## src/rtl/mem_if_pkg.sv

```systemverilog
// Shared types and constants for the data-memory burst initiator.
package mem_if_pkg;

  localparam int unsigned ADDR_W     = 32;
  localparam int unsigned DATA_W     = 32;
  localparam int unsigned MAX_BURST  = 16;
  localparam int unsigned WORD_BYTES = 4;
  localparam int unsigned BEATS_W    = 5;

  typedef enum logic [2:0] {
    IDLE      = 3'd0,
    RD_ISSUE  = 3'd1,
    RD_RESP   = 3'd2,
    WR_WAIT   = 3'd3,
    WR_COMMIT = 3'd4,
    DONE      = 3'd5
  } state_t;

  // Per-burst progress: next byte address and words still to transfer.
  typedef struct packed {
    logic [ADDR_W-1:0]  cur_addr;
    logic [BEATS_W-1:0] beats_left;
  } burst_ctx_t;

  // Zero-length bursts become single words; oversize bursts saturate at MAX_BURST.
  function automatic logic [BEATS_W-1:0] clamp_len(input logic [15:0] len);
    if (len == 16'd0) begin
      return BEATS_W'(1);
    end else if (len > 16'(MAX_BURST)) begin
      return BEATS_W'(MAX_BURST);
    end else begin
      return BEATS_W'(len);
    end
  endfunction

endpackage

```

## src/rtl/mem_lat_timer.sv

```systemverilog
// Read-latency down-counter: reloads to LAT-1 while idle, expires at zero.
module mem_lat_timer #(
  parameter int unsigned LAT = 1
) (
  input  logic i_clk,
  input  logic i_rst,
  input  logic i_load,
  input  logic i_en,
  output logic o_expire_c
);

  localparam int unsigned CNT_W = (LAT > 1) ? $clog2(LAT) : 1;

  logic [CNT_W-1:0] r_cnt;

  always_ff @(posedge i_clk) begin
    if (i_rst) begin
      r_cnt <= '0;
    end else if (i_load) begin
      r_cnt <= CNT_W'(LAT - 1);
    end else if (i_en && (r_cnt != '0)) begin
      r_cnt <= r_cnt - CNT_W'(1);
    end
  end

  assign o_expire_c = (r_cnt == '0);

endmodule

```

## src/rtl/mem_burst_master.sv

```systemverilog
// Burst load/store initiator for the data memory (valid/ready request, backpressured response).
// Optional `ALIGN_CHECK_EN: misaligned requests are rejected with err+done instead of being word-aligned.
module mem_burst_master
  import mem_if_pkg::*;
#(
  parameter int unsigned RD_LATENCY = 1,
  parameter int unsigned LEN_W      = 5
) (
  input  logic              clk,
  input  logic              rst,
  input  logic              req_valid,
  output logic              req_ready,
  input  logic              req_write,
  input  logic [ADDR_W-1:0] req_addr,
  input  logic [LEN_W-1:0]  req_len,
  input  logic              wr_valid,
  output logic              wr_ready,
  input  logic [DATA_W-1:0] wr_data,
  output logic              rsp_valid,
  input  logic              rsp_ready,
  output logic [DATA_W-1:0] rsp_data,
  output logic              rsp_last,
  output logic              done,
  output logic              busy,
  output logic              err,
  output logic [ADDR_W-1:0] mem_addr,
  output logic [DATA_W-1:0] mem_write_data,
  output logic              mem_MemWrite,
  output logic              mem_MemRead,
  input  logic [DATA_W-1:0] mem_read_data
);

  state_t            r_state;
  burst_ctx_t        r_ctx;
  logic              r_req_ready;
  logic              r_wr_ready;
  logic              r_rsp_valid;
  logic [DATA_W-1:0] r_rsp_data;
  logic              r_rsp_last;
  logic              r_done;
  logic              r_busy;
  logic              r_err;
  logic [DATA_W-1:0] r_mem_wdata;
  logic              r_mem_we;
  logic              r_mem_re;

  logic              w_misaligned;
  logic [ADDR_W-1:0] w_start_addr;
  logic              w_last;
  logic              w_lat_expire;
  logic [ADDR_W-1:0] w_next_addr;

`ifdef ALIGN_CHECK_EN
  assign w_misaligned = (req_addr[1:0] != 2'b00);
  assign w_start_addr = req_addr;
`else
  assign w_misaligned = 1'b0;
  assign w_start_addr = req_addr & ~ADDR_W'(WORD_BYTES - 1);
`endif

  assign w_last      = (r_ctx.beats_left == BEATS_W'(1));
  assign w_next_addr = r_ctx.cur_addr + ADDR_W'(WORD_BYTES);

  // Counter reloads whenever we are not issuing, so each read beat starts a fresh latency window.
  mem_lat_timer #(
    .LAT (RD_LATENCY)
  ) u_lat_timer (
    .i_clk      (clk),
    .i_rst      (rst),
    .i_load     (r_state != RD_ISSUE),
    .i_en       (r_state == RD_ISSUE),
    .o_expire_c (w_lat_expire)
  );

  always_ff @(posedge clk) begin
    if (rst) begin
      r_state     <= IDLE;
      r_ctx       <= '0;
      r_req_ready <= 1'b1;
      r_wr_ready  <= 1'b0;
      r_rsp_valid <= 1'b0;
      r_rsp_data  <= '0;
      r_rsp_last  <= 1'b0;
      r_done      <= 1'b0;
      r_busy      <= 1'b0;
      r_err       <= 1'b0;
      r_mem_wdata <= '0;
      r_mem_we    <= 1'b0;
      r_mem_re    <= 1'b0;
    end else begin
      r_done <= 1'b0;
      r_err  <= 1'b0;
      case (r_state)
        IDLE: begin
          if (req_valid) begin
            r_ctx.cur_addr   <= w_start_addr;
            r_ctx.beats_left <= clamp_len(16'(req_len));
            r_req_ready      <= 1'b0;
            r_busy           <= 1'b1;
            if (w_misaligned) begin
              r_state <= DONE;
              r_done  <= 1'b1;
              r_err   <= 1'b1;
            end else if (req_write) begin
              r_state    <= WR_WAIT;
              r_wr_ready <= 1'b1;
            end else begin
              r_state  <= RD_ISSUE;
              r_mem_re <= 1'b1;
            end
          end
        end

        RD_ISSUE: begin
          if (w_lat_expire) begin
            r_rsp_data  <= mem_read_data;
            r_rsp_valid <= 1'b1;
            r_rsp_last  <= w_last;
            r_mem_re    <= 1'b0;
            r_state     <= RD_RESP;
          end
        end

        // Word is held until the consumer takes it; no new read is issued meanwhile.
        RD_RESP: begin
          if (rsp_ready) begin
            r_rsp_valid      <= 1'b0;
            r_rsp_last       <= 1'b0;
            r_ctx.cur_addr   <= w_next_addr;
            r_ctx.beats_left <= r_ctx.beats_left - BEATS_W'(1);
            if (w_last) begin
              r_state <= DONE;
              r_done  <= 1'b1;
            end else begin
              r_state  <= RD_ISSUE;
              r_mem_re <= 1'b1;
            end
          end
        end

        WR_WAIT: begin
          if (wr_valid) begin
            r_mem_wdata <= wr_data;
            r_wr_ready  <= 1'b0;
            r_mem_we    <= 1'b1;
            r_state     <= WR_COMMIT;
          end
        end

        WR_COMMIT: begin
          r_mem_we         <= 1'b0;
          r_ctx.cur_addr   <= w_next_addr;
          r_ctx.beats_left <= r_ctx.beats_left - BEATS_W'(1);
          if (w_last) begin
            r_state <= DONE;
            r_done  <= 1'b1;
          end else begin
            r_state    <= WR_WAIT;
            r_wr_ready <= 1'b1;
          end
        end

        DONE: begin
          r_state     <= IDLE;
          r_busy      <= 1'b0;
          r_req_ready <= 1'b1;
        end

        default: begin
          r_state     <= IDLE;
          r_busy      <= 1'b0;
          r_req_ready <= 1'b1;
        end
      endcase
    end
  end

  assign req_ready      = r_req_ready;
  assign wr_ready       = r_wr_ready;
  assign rsp_valid      = r_rsp_valid;
  assign rsp_data       = r_rsp_data;
  assign rsp_last       = r_rsp_last;
  assign done           = r_done;
  assign busy           = r_busy;
  assign err            = r_err;
  assign mem_addr       = {2'b00, r_ctx.cur_addr[ADDR_W-1:2]};
  assign mem_write_data = r_mem_wdata;
  assign mem_MemWrite   = r_mem_we;
  assign mem_MemRead    = r_mem_re;

endmodule

```

## config.mk

```make
export PLATFORM = sky130hd
export DESIGN_NAME = mem_burst_master
export DESIGN_NICKNAME = d
export VERILOG_FILES = /design/src/rtl/mem_if_pkg.sv /design/src/rtl/mem_lat_timer.sv /design/src/rtl/mem_burst_master.sv
export SDC_FILE = /design/constraint.sdc
export NUM_CORES = 1
export LEC_CHECK = 0
export ABC_AREA = 1
export CAP_MARGIN = 10
export CORE_ASPECT_RATIO = 1.4
export CORE_MARGIN = 2
export CORE_UTILIZATION = 44
export CTS_CLUSTER_DIAMETER = 150
export DETAILED_ROUTE_END_ITERATION = 12
export GPL_ROUTABILITY_DRIVEN = 0
export HOLD_SLACK_MARGIN = 0.02
export PLACE_DENSITY_LB_ADDON = 0.3
export SLEW_MARGIN = 20
export SYNTH_ARGS = -nofsm -noshare
export SYNTH_HDL_FRONTEND = slang
export SYNTH_HIERARCHICAL = 1
export SYNTH_SLANG_ARGS = --single-unit
```

## constraint.sdc

```tcl
create_clock -name clk -period 1.8 [get_ports clk]
set_input_delay 0.18 -clock clk [delete_from_list [all_inputs] [get_ports clk]]
set_output_delay 0.18 -clock clk [all_outputs]
set_load 0.05 [all_outputs]
```

Yosys cells after proc, flatten, opt, wreduce, memory -nomap -nowiden
Cells that the tools add are included.
Widths: inputs -> output; s select.
{"block": "classes", "addsub": 3, "bitwise": 2, "multipliers": 0, "div_mod_pow": 0, "eq_ne": 14, "muxes": 37, "n_shift": 0, "reduce_logical": 19, "n_lt_le_gt_ge": 1}
{"operator": "$pmux 37 s3", "n": 1}
{"operator": "$mux 37", "n": 2}
{"operator": "$add 32x3->32 const B", "n": 1}
{"operator": "$mux 3", "n": 6}
{"operator": "$mux 1", "n": 16}
{"operator": "$ne 2x2->1 const B", "n": 8}
{"operator": "$pmux 3 s5", "n": 1}
{"operator": "$pmux 1 s2", "n": 6}
{"operator": "$mux 5", "n": 2}
{"operator": "$reduce_bool 3->1", "n": 3}
{"operator": "$reduce_and 2->1", "n": 4}
{"operator": "$eq 3x2->1 const B", "n": 2}
{"operator": "$pmux 1 s3", "n": 2}
{"operator": "$reduce_and 3->1", "n": 2}
{"operator": "$reduce_and 6->1", "n": 1}
{"operator": "$eq 5x1->1 const B", "n": 1}
{"operator": "$gt 5x5->1 const B", "n": 1}
{"operator": "$logic_not 5->1", "n": 1}
{"operator": "$reduce_and 5->1", "n": 1}
{"operator": "$sub 5x1->5 const B", "n": 1}
{"operator": "$reduce_and 4->1", "n": 1}
{"operator": "$reduce_bool 2->1", "n": 2}
{"operator": "$reduce_or 4->1", "n": 1}
{"operator": "$eq 3x1->1 const B", "n": 1}
{"operator": "other kinds (8)", "n": 9}
{"block": "word_totals", "mem_count": 0, "latch_bits": 0, "inputBits": 107, "regBits": 113, "mem_bits_ro": 0, "ram_bits": 0}

Depth between registers and ports, before layout
Gate-level depths: netlist (run 1).
{"block": "logic_depth", "ltp_word": 5, "mapped_depth": 11, "depth_no_buf": 10}

Hierarchy
Netlist (run 1), hierarchy kept.
{"mod": "mem_burst_master", "area_each_um2": 5484.0, "n_inst": 1, "cells_each": 835}
{"mod": "mem_lat_timer", "area_each_um2": 46.3, "n_inst": 1, "cells_each": 8}

Worst setup path before layout (run 1)
OpenSTA, ideal clock, no wires.
{"block": "synth_timing", "path_type": "register to register", "startpoint": "reg r_ctx, in the netlist mem_addr[0]", "endpoint": "reg r_ctx, in the netlist mem_addr[24]", "setup_ns": 0.132, "setup_slack_ns": 0.208, "path_buffers": 0, "synth_period_minus_slack_ns": 1.592, "arrival_ns": 1.460, "stages_incl_launch_ff": 11, "path_cell_list": "dfxtp_1 -> ha_1 -> nand2_1 -> nor2_1 -> nand2_1 -> nor2_1 -> nand2_1 -> nand2_1 -> nand3_1 -> nand2_1 -> a21oi_1"}
{"block": "synth_via", "elab_chain_cells": 3}
{"item": "start, declared", "line_no": "mem_burst_master.sv:34", "source": "burst_ctx_t r_ctx;"}
{"item": "$add 32x3->32 (*)", "line_no": "mem_burst_master.sv:62", "source": "assign w_next_addr = r_ctx.cur_addr + ADDR_W'(WORD_BYTES);"}
{"item": "$mux 37", "line_no": "mem_burst_master.sv:126", "source": "if (rsp_ready) begin"}
{"item": "$pmux 37 s3 (*)", "line_no": "mem_burst_master.sv:93", "source": "case (r_state)"}
Mark *: on every way between the ends. The rest lies on a longest branch, timed or not. The select of a mux whose other input is x is not followed.
A chain may end at the register's enable or synchronous reset.

Worst setup path after layout (run 1)
{"block": "layout_timing", "startpoint": "reg r_ctx, in the netlist mem_addr[15]", "endpoint": "out mem_addr[15]"}
{"item": "end, declared", "line_no": "mem_burst_master.sv:26", "source": "output logic [ADDR_W-1:0] mem_addr,"}
No word-level cell between the ends.

==> results.toml, run 1 <==
[worst_setup_path]
critPathSlowestCell = "clkdlybuf4s50_1"
end_kind = "output pin"
arrival_ps = 1560
cpPeakStageDelay_ps = 830
critPathMaxFanout = 5
worst-path-buf-inv = 1
r2r_slack_ps = 170
crit_required_ps = 1620
path_cells = "clkdlybuf4s50_1"
startpoint = "mem_addr[15]$_SDFFE_PP0P_"
critPathTopFamily = "buffers and inverters"
start_kind = "register"
worstReg2RegStart = "r_state[0]$_SDFFE_PP0P_"
crit_type = "reg2out"

[die]
die_h_um = 136.7
die-area_sq_um = 13490
die_w_um = 98.75
row_count = 48
start_util = 0.4492
io_pins = 212
fp.coreArea_sq_um = 12310

[synthesis]
synthTopCellsByCount = "nand2_1 (200), nor2_1 (153), dfxtp_1 (111), a21oi_1 (77), nand3_1 (69)"
syn_area_sq_um = 5530
seq_area_frac_synth = 0.4018
synth-edff-count = 0
netlist_instances = 843
synth-seq-cells = 111
synth.distinct_cells = 29
synth_ff_type = "dfxtp_1"
async_reset_ff_frac = 0
ys.warnings.count = 6
syn_area_per_cell_sq_um = 6.560
synth.largest_area_cell = "dfxtp_1"
yosysMostFrequentCell = "nand2_1"
synth_top_area_frac = 0.4018
yosys-top-cells-area = "dfxtp_1 (40%), nand2_1 (14%), nor2_1 (10%)"

[clock_tree]
hold_buffers = 0
cts_max_path_buffers = 2
root_buffer = "clkbuf_16"
post_cts_buffers = 0
cts_buffers = 9
cts_tree = "built"
cts.sinks = 111
clkSlewWorstSetupHoldPaths_ps = 80
insertion_delay_ps = 340
htreeDepth = 3

[final_layout]
stdcell_count = 1173
diodes = 0
drive_above_1_share = 0.08798
area_delta_synth_final_pct = 42.83
final_nets = 1128

[sta]
fin_crit_ps = 1743
clock_skew_ps = 9.384
setup_ws_ps = 57.47
fin_hold_ws_ps = 184.4
rsz0062_at_grt = "true"
max_slew_margin = 0.6240
post-route-period-util = 0.9681
finalHoldViolations = 0
fmax_mhz = 573.9
drv_slew = 0
setup_viol = 0
finalSetupTns_ps = 0
tightest_slew_ps = 562.2

[pwr]
ir_worst_vdd_uv = 966.4
p_sw_uw = 6469
pwr_density_cell_nw_per_um2 = 1653
p_clk_frac = 0.151
pwr-share-comb = 0.553
p_leak_uw = 0.003192
swShare = 0.4953
p_seq_frac = 0.296
p_int_uw = 6592

[place]
place_ws_ps = 102.7
hpwl_um = 11370
port_buffers = 206
placed_cells = 1157

[detailed_routing]
wl_um = 15860
wl_per_cell_um = 13.52
first_pass_iters = 5
first_iter_violations = 201
vias = 5858
routed_via_density = 4.994
drc = 0
ant_nets = 0

[job]
drv_cap = 0

[hold_path]
hp-start = "rst"
hold_path_class = "in2reg"

[global_routing]
antenna_found_initial = 0
grt_pass1_vias = 5511
grt_pass1_wl_um = 25540
grt_usage = 0.2297
grt_overflow = 0
grt_max_degree = 71

[status]
status = "complete, no violations"
[cell type report]
cell class / count / area [sq um]
Clock buffer: 10 / 229.0
Inverter: 52 / 195.2
Timing Repair Buffer: 237 / 2311
Fill cell: 1129 / 4413
Multi-Input combinational cell: 607 / 2695
Clock inverter: 6 / 57.56
Tap cell: 150 / 187.7
Sequential cell: 111 / 2223
[metal layers]
metal,vias to the layer above,part of all wire,track usage
li1,3020,-,-
met1,2612,0.38,0.2583
met2,195,0.51,0.4088
met3,31,0.077,0.06691
met4,0,0.026,0.08600
met5,-,0,0
[through the flow]
step	power (uW)	instance area, sq um	utilization
finish	13060	7899	0.6416
global route	13890	7899	0.6416
CTS	13130	7854	0.6379
detailed placement	11160	7575	0.6152
global placement	11080	7575	0.6152
floorplan	9190	5538	-
[logic make-up after synthesis]
| group | count (synthesis) | share of synthesized area |
|---|---|---|
| simple gates | 449 | 0.3346 |
| fa+ha+maj | 3 | 0.006788 |
| compound gates | 151 | 0.1385 |
| buf+inv | 127 | 0.1161 |
| xor+xnor | 1 | 0.001584 |
| other cells | 1 | 0.0006781 |
| flops | 111 | 0.4018 |
[registers in the layout (all words and copies together) (netlist names), 3 cells and up]
signal	cells
r_state	3
rsp_data	32
mem_addr	30
mem_write_data	32
r_ctx	5
[power groups by stage]
stage	Clock [uW]	Sequential, uW	Combinational [uW]
global placement	0	3880	7200
floorplan	0	5040	4150
CTS	2020	3860	7250
detailed placement	0	3910	7260
global route	2120	3990	7780
finish	1970	3870	7220
[path summary, 6_finish.rpt]
| path | endpoint | depth (start not counted) |
|---|---|---|
| min reg2reg | u_lat_timer/r_cnt$_SDFFE_PP0P_ | 2 |
| max | mem_addr[15] | 1 |
| max reg2reg | mem_addr[17]$_SDFFE_PP0P_ | 10 |
| min | rsp_data[2]$_SDFFE_PP0P_ | 4 |
[cells in the final DEF (no fill, tap or decap), types with 2 or more instances in the layout]
cell type,n
nand4_1,2
or2_2,7
o211ai_1,2
clkbuf_16,9
clkdlybuf4s50_1,174
dlymetal6s2s_1,10
o21ai_0,67
nor2_4,2
nor2_2,6
ha_1,3
inv_8,2
inv_2,5
nor3_1,5
buf_12,3
conb_1,3
nor2_1,149
dlygate4sd2_1,6
buf_4,42
a21oi_1,77
inv_6,3
nand3_1,69
nand2_1,200
inv_1,47
nand2_2,4
dfxtp_1,110
a31oi_1,4
[what timing repair did]
item | in CTS | in global routing
endpoints found under the setup margin | 6 | 30
cloned | 0 | 0
resized for setup | 6 | 18
(Power assumes the default switching activity.)
==> inputs of run 2 (changes only) <==
CORE_UTILIZATION = 30   (was 44)
SKIP_LAST_GASP = 1   (was not set)
==> run 2 against run 1 <==
First-iteration DRC count increased by 25%; fmax decreased by 0.41%; die area grew 45%.
==> results.toml, run 2 (synthesis results as in run 1) <==
[clock_tree]
cts.sinks = 111
post_cts_buffers = 0
hold_buffers = 0
cts_tree = "built"
cts_max_path_buffers = 2
htreeDepth = 3
insertion_delay_ps = 350
cts_buffers = 9
root_buffer = "clkbuf_16"
clkSlewWorstSetupHoldPaths_ps = 80

[global_routing]
grt_pass1_vias = 5461
grt_pass1_wl_um = 26900
grt-busiest-layer = "met2"
grt_usage = 0.1692
grt_overflow = 0
grt_max_degree = 45
grt_use_met3 = 0.04213
antenna_found_initial = 0
met1_usage = 0.1833
met2_usage = 0.3226

[place]
port_buffers = 206
placed_cells = 1247
hpwl_um = 12180
place_ws_ps = 50.59

[die]
fp.coreArea_sq_um = 18000
die-area_sq_um = 19550
die_w_um = 118.8
row_count = 58
start_util = 0.3073
die_h_um = 164.7
io_pins = 212

[detailed_routing]
first_pass_iters = 4
vias = 5788
wl_um = 16940
wl_per_cell_um = 13.42
routed_via_density = 4.586
first_iter_violations = 252
ant_nets = 0
drc = 0

[sta]
clock_skew_ps = 8.365
finalHoldViolations = 0
fmax_mhz = 571.5
fin_crit_ps = 1750
post-route-period-util = 0.9721
setup_ws_ps = 50.26
max_slew_margin = 0.6251
tightest_slew_ps = 560.6
drv_slew = 0
rsz0062_at_grt = "true"
setup_viol = 0

[job]
drv_cap = 0

[worst_setup_path]
critPathTopFamily = "buffers and inverters"
arrival_ps = 1570
path_cells = "clkdlybuf4s50_1"
critPathMaxFanout = 5
cpPeakStageDelay_ps = 830
critPathSlowestCell = "clkdlybuf4s50_1"
worst-path-stages = 1
crit_required_ps = 1620
start_kind = "register"
worst-path-buf-inv = 1
ff2ff_path_depth = 11
crit_type = "reg2out"
end_kind = "output pin"

[pwr]
swShare = 0.4965
p_seq_frac = 0.295
pwr-share-comb = 0.556
p_leak_uw = 0.003132
p_int_uw = 6573
p_sw_uw = 6481
power.total_uw = 13050
p_clk_frac = 0.149
pwr_density_cell_nw_per_um2 = 1633
ir_worst_vdd_uv = 830.5

[final_layout]
final_cell_mix = "nand2_1 (199), clkdlybuf4s50_1 (175), nor2_1 (148)"
diodes = 0
drive_above_1_share = 0.09295
final_nets = 1128
stdcell_count = 1262
layout_commonest_cell = "nand2_1"
area_delta_synth_final_pct = 44.59

[status]
status = "complete, no violations"

[hold_path]
hold_depth = 4
hold_path_class = "in2reg"
## run 2: per-layer routing
layer	wire length, um	vias to the layer above
met5	0	-
met4	299	0
met3	855	18
met2	8956	135
met1	6826	2627
li1	-	3008
## run 2: per-stage QoR
stage	setup TNS, ps	util	instance area [sq um]	hold slack (ps)
after floorplan	0	-	5538	314.9
after global placement	0	0.4270	7685	431.3
after detailed placement	0	0.4270	7685	435.5
after CTS	0	0.4419	7954	157.0
after global routing	-12.72	0.4443	7996	183.9
final	0	0.4443	7996	169.3
## run 2: path summary, 6_finish.rpt
kind | start | to | slack [ps]
worst max-delay path | mem_addr[7]$_SDFFE_PP0P_ | mem_addr[7] | 50
worst min-delay path | rst | rsp_data[5]$_SDFFE_PP0P_ | 170
worst max register to register | r_state[0]$_SDFFE_PP0P_ | mem_addr[9]$_SDFFE_PP0P_ | 140
worst min register to register | u_lat_timer/r_cnt$_SDFFE_PP0P_ | u_lat_timer/r_cnt$_SDFFE_PP0P_ | 440
## run 2: worst min-delay path, stage by stage
cell     delay, ps
buf_2          110
inv_1           80
o21ai_0         80
nor2_1          40
## run 2: repair_timing
item,in CTS,in global routing
setup endpoints to repair,8,35
hold endpoints to repair,0,0
gates resized for setup,8,17
## run 2: power groups by stage
stage               clock (uW)  sequential (uW)  combinational (uW)
finish                    1950             3850                7260
global route              2110             3980                7870
CTS                       2030             3850                7320
detailed placement           0             3900                7350
global placement             0             3880                7330
floorplan                    0             5040                4150
## run 2: final cells by class
class                           instances  area [sq um]
Fill cell                            1908         10000
Multi-Input combinational cell        607          2700
Timing Repair Buffer                  237          2296
Sequential cell                       111          2226
Tap cell                              240         300.3
Clock buffer                            9         225.2
Inverter                               52         195.2
Clock inverter                          6         53.80
==> inputs of run 3 (changes only) <==
CTS_BUF_LIST = sky130_fd_sc_hd__clkbuf_4   (was not set)
SLEW_MARGIN = not set   (was 20)
==> run 3 against run 2 <==
Critical path type unchanged; global-route usage up 0.15 points; die area is the same; cell count up 0.24%.
==> results.toml, run 3 (synthesis results as in run 1) <==
[die]
die_w_um = 118.8
row_count = 58
io_pins = 212
die_h_um = 164.7
fp.coreArea_sq_um = 18000
die-area_sq_um = 19550
start_util = 0.3073

[pwr]
pwr-share-comb = 0.584
p_clk_frac = 0.100
p_seq_frac = 0.315
pwr_density_cell_nw_per_um2 = 1565
p_int_uw = 5716
ir_worst_vdd_uv = 760.1
p_leak_uw = 0.003312
swShare = 0.5298
p_sw_uw = 6441

[final_layout]
layout_commonest_cell = "nand2_1"
final_nets = 1130
drive_above_1_share = 0.09375
final_cell_mix = "nand2_1 (199), nor2_1 (148), dfxtp_1 (108)"
area_delta_synth_final_pct = 40.50
final_core_util = 0.4317
fillers = 1948

[clock_tree]
post_cts_buffers = 0
cts_buffers = 9
cts_max_path_buffers = 2
root_buffer = "clkbuf_4"
htreeDepth = 3
clkSlewWorstSetupHoldPaths_ps = 180
insertion_delay_ps = 490
cts_tree = "built"
cts.sinks = 111

[worst_setup_path]
r2r_slack_ps = 130
critPathMaxFanout = 3
r2r_end = "mem_addr[10]$_SDFFE_PP0P_"
ff2ff_path_depth = 8
crit_required_ps = 1620
start_kind = "register"
worstReg2RegStart = "r_state[0]$_SDFFE_PP0P_"
path_cells = "buf_4 -> dlygate4sd2_1"
arrival_ps = 1530
crit_type = "reg2out"
end_kind = "output pin"
cpPeakStageDelay_ps = 520
critPathSlowestCell = "dlygate4sd2_1"

[global_routing]
grt_pass1_vias = 5486
grt_usage = 0.1708
grt_max_degree = 45
grt_pass1_wl_um = 26940
antenna_found_initial = 1
grt_overflow = 0

[detailed_routing]
drc = 0
wl_per_cell_um = 13.51
first_pass_iters = 4
first_iter_violations = 251
wl_um = 17090
ant_nets = 0
routed_via_density = 4.554
vias = 5761

[place]
port_buffers = 206
hpwl_um = 12180

[sta]
fmax_mhz = 583.3
rsz0062_at_grt = "true"
max_slew_margin = 0.6370
fin_crit_ps = 1715
post-route-period-util = 0.9525
finalHoldViolations = 0
setup_viol = 0
fin_hold_ws_ps = 234.6
tightest_slew_ps = 546.7
drv_slew = 0
finalSetupTns_ps = 0
clock_skew_ps = 15.38

[status]
status = "complete, no violations"

[hold_path]
whs_endpoint = "mem_addr[1]$_SDFFE_PP0P_"
hold_path_class = "in2reg"
hold_depth = 3
hp-start = "req_addr[3]"

[job]
drv_cap = 0
## run 3: cell types whose count changed in the layout (fill, tap and decap cells not counted), sizes merged
cell / change
dlygate4sd3: +1
clkdlybuf4s50: -72
clkbuf: +1
diode: +1
dlymetal6s2s: -6
dlygate4sd2: +78
## run 3: worst max-delay path by stage
| stage | endpoint | startpoint | cells past startpoint |
|---|---|---|---|
| finish | mem_addr[0] | mem_addr[0]$_SDFFE_PP0P_ | 2 |
| global route | mem_addr[27]$_SDFFE_PP0P_ | r_state[1]$_SDFFE_PP0P_ | 12 |
| CTS | mem_addr[27] | mem_addr[27]$_SDFFE_PP0P_ | 1 |
| detailed placement | mem_addr[10]$_SDFFE_PP0P_ | r_state[2]$_SDFFE_PP0P_ | 7 |
| global placement | mem_addr[13]$_SDFFE_PP0P_ | r_state[0]$_SDFFE_PP0P_ | 8 |
| floorplan | mem_addr[24]$_SDFFE_PP0P_ | mem_addr[0]$_SDFFE_PP0P_ | 10 |
## run 3: area by class of cell
cell class | count | area [sq um] | area share
antenna | 1 | 2.502 | 0.0003221
clock buffer | 9 | 67.56 | 0.008696
clock inverter | 6 | 53.80 | 0.006924
inverter | 52 | 195.2 | 0.02512
multi-input combinational | 607 | 2700 | 0.3475
timing repair buffer | 239 | 2222 | 0.2860
tap | 240 | 300.3 | 0.03865
sequential | 111 | 2228 | 0.2868
## run 3: timing repair
action,CTS,global route
gates resized for setup,87,12
hold buffers,1,0
gates cloned,0,1
hold endpoints to repair,4,0
endpoints found under the setup margin,87,28
## run 3: power groups by stage
stage,Sequential (uW),Clock [uW],Combinational [uW]
after floorplan,5040,0,4150
after global placement,3880,0,7330
after detailed placement,3900,0,7350
after CTS,3830,1300,7040
after global routing,3970,1370,7720
final,3830,1220,7100
## run 3: critical path, delay by kind of cell (launching register included)
kind | cells | cell delay, ps
flops | 1 | 400
buf+inv | 2 | 650
## run 3: layer usage
| layer | global-route usage | wire length (um) |
|---|---|---|
| met4 | 0.06764 | 367 |
| met5 | 0 | 0 |
| met1 | 0.1831 | 6873 |
| met2 | 0.3234 | 9019 |
| met3 | 0.03729 | 829 |
## run 3: per-stage QoR
step,setup slack [ps],cells,cell area (sq um),power (uW)
after CTS,38.07,1263,7712,12160
final,85.48,1265,7770,12160
after floorplan,207.9,845,5538,9190
after global placement,111.3,1247,7685,11210
after detailed placement,50.59,1247,7685,11250
after global routing,-28.55,1265,7770,13050
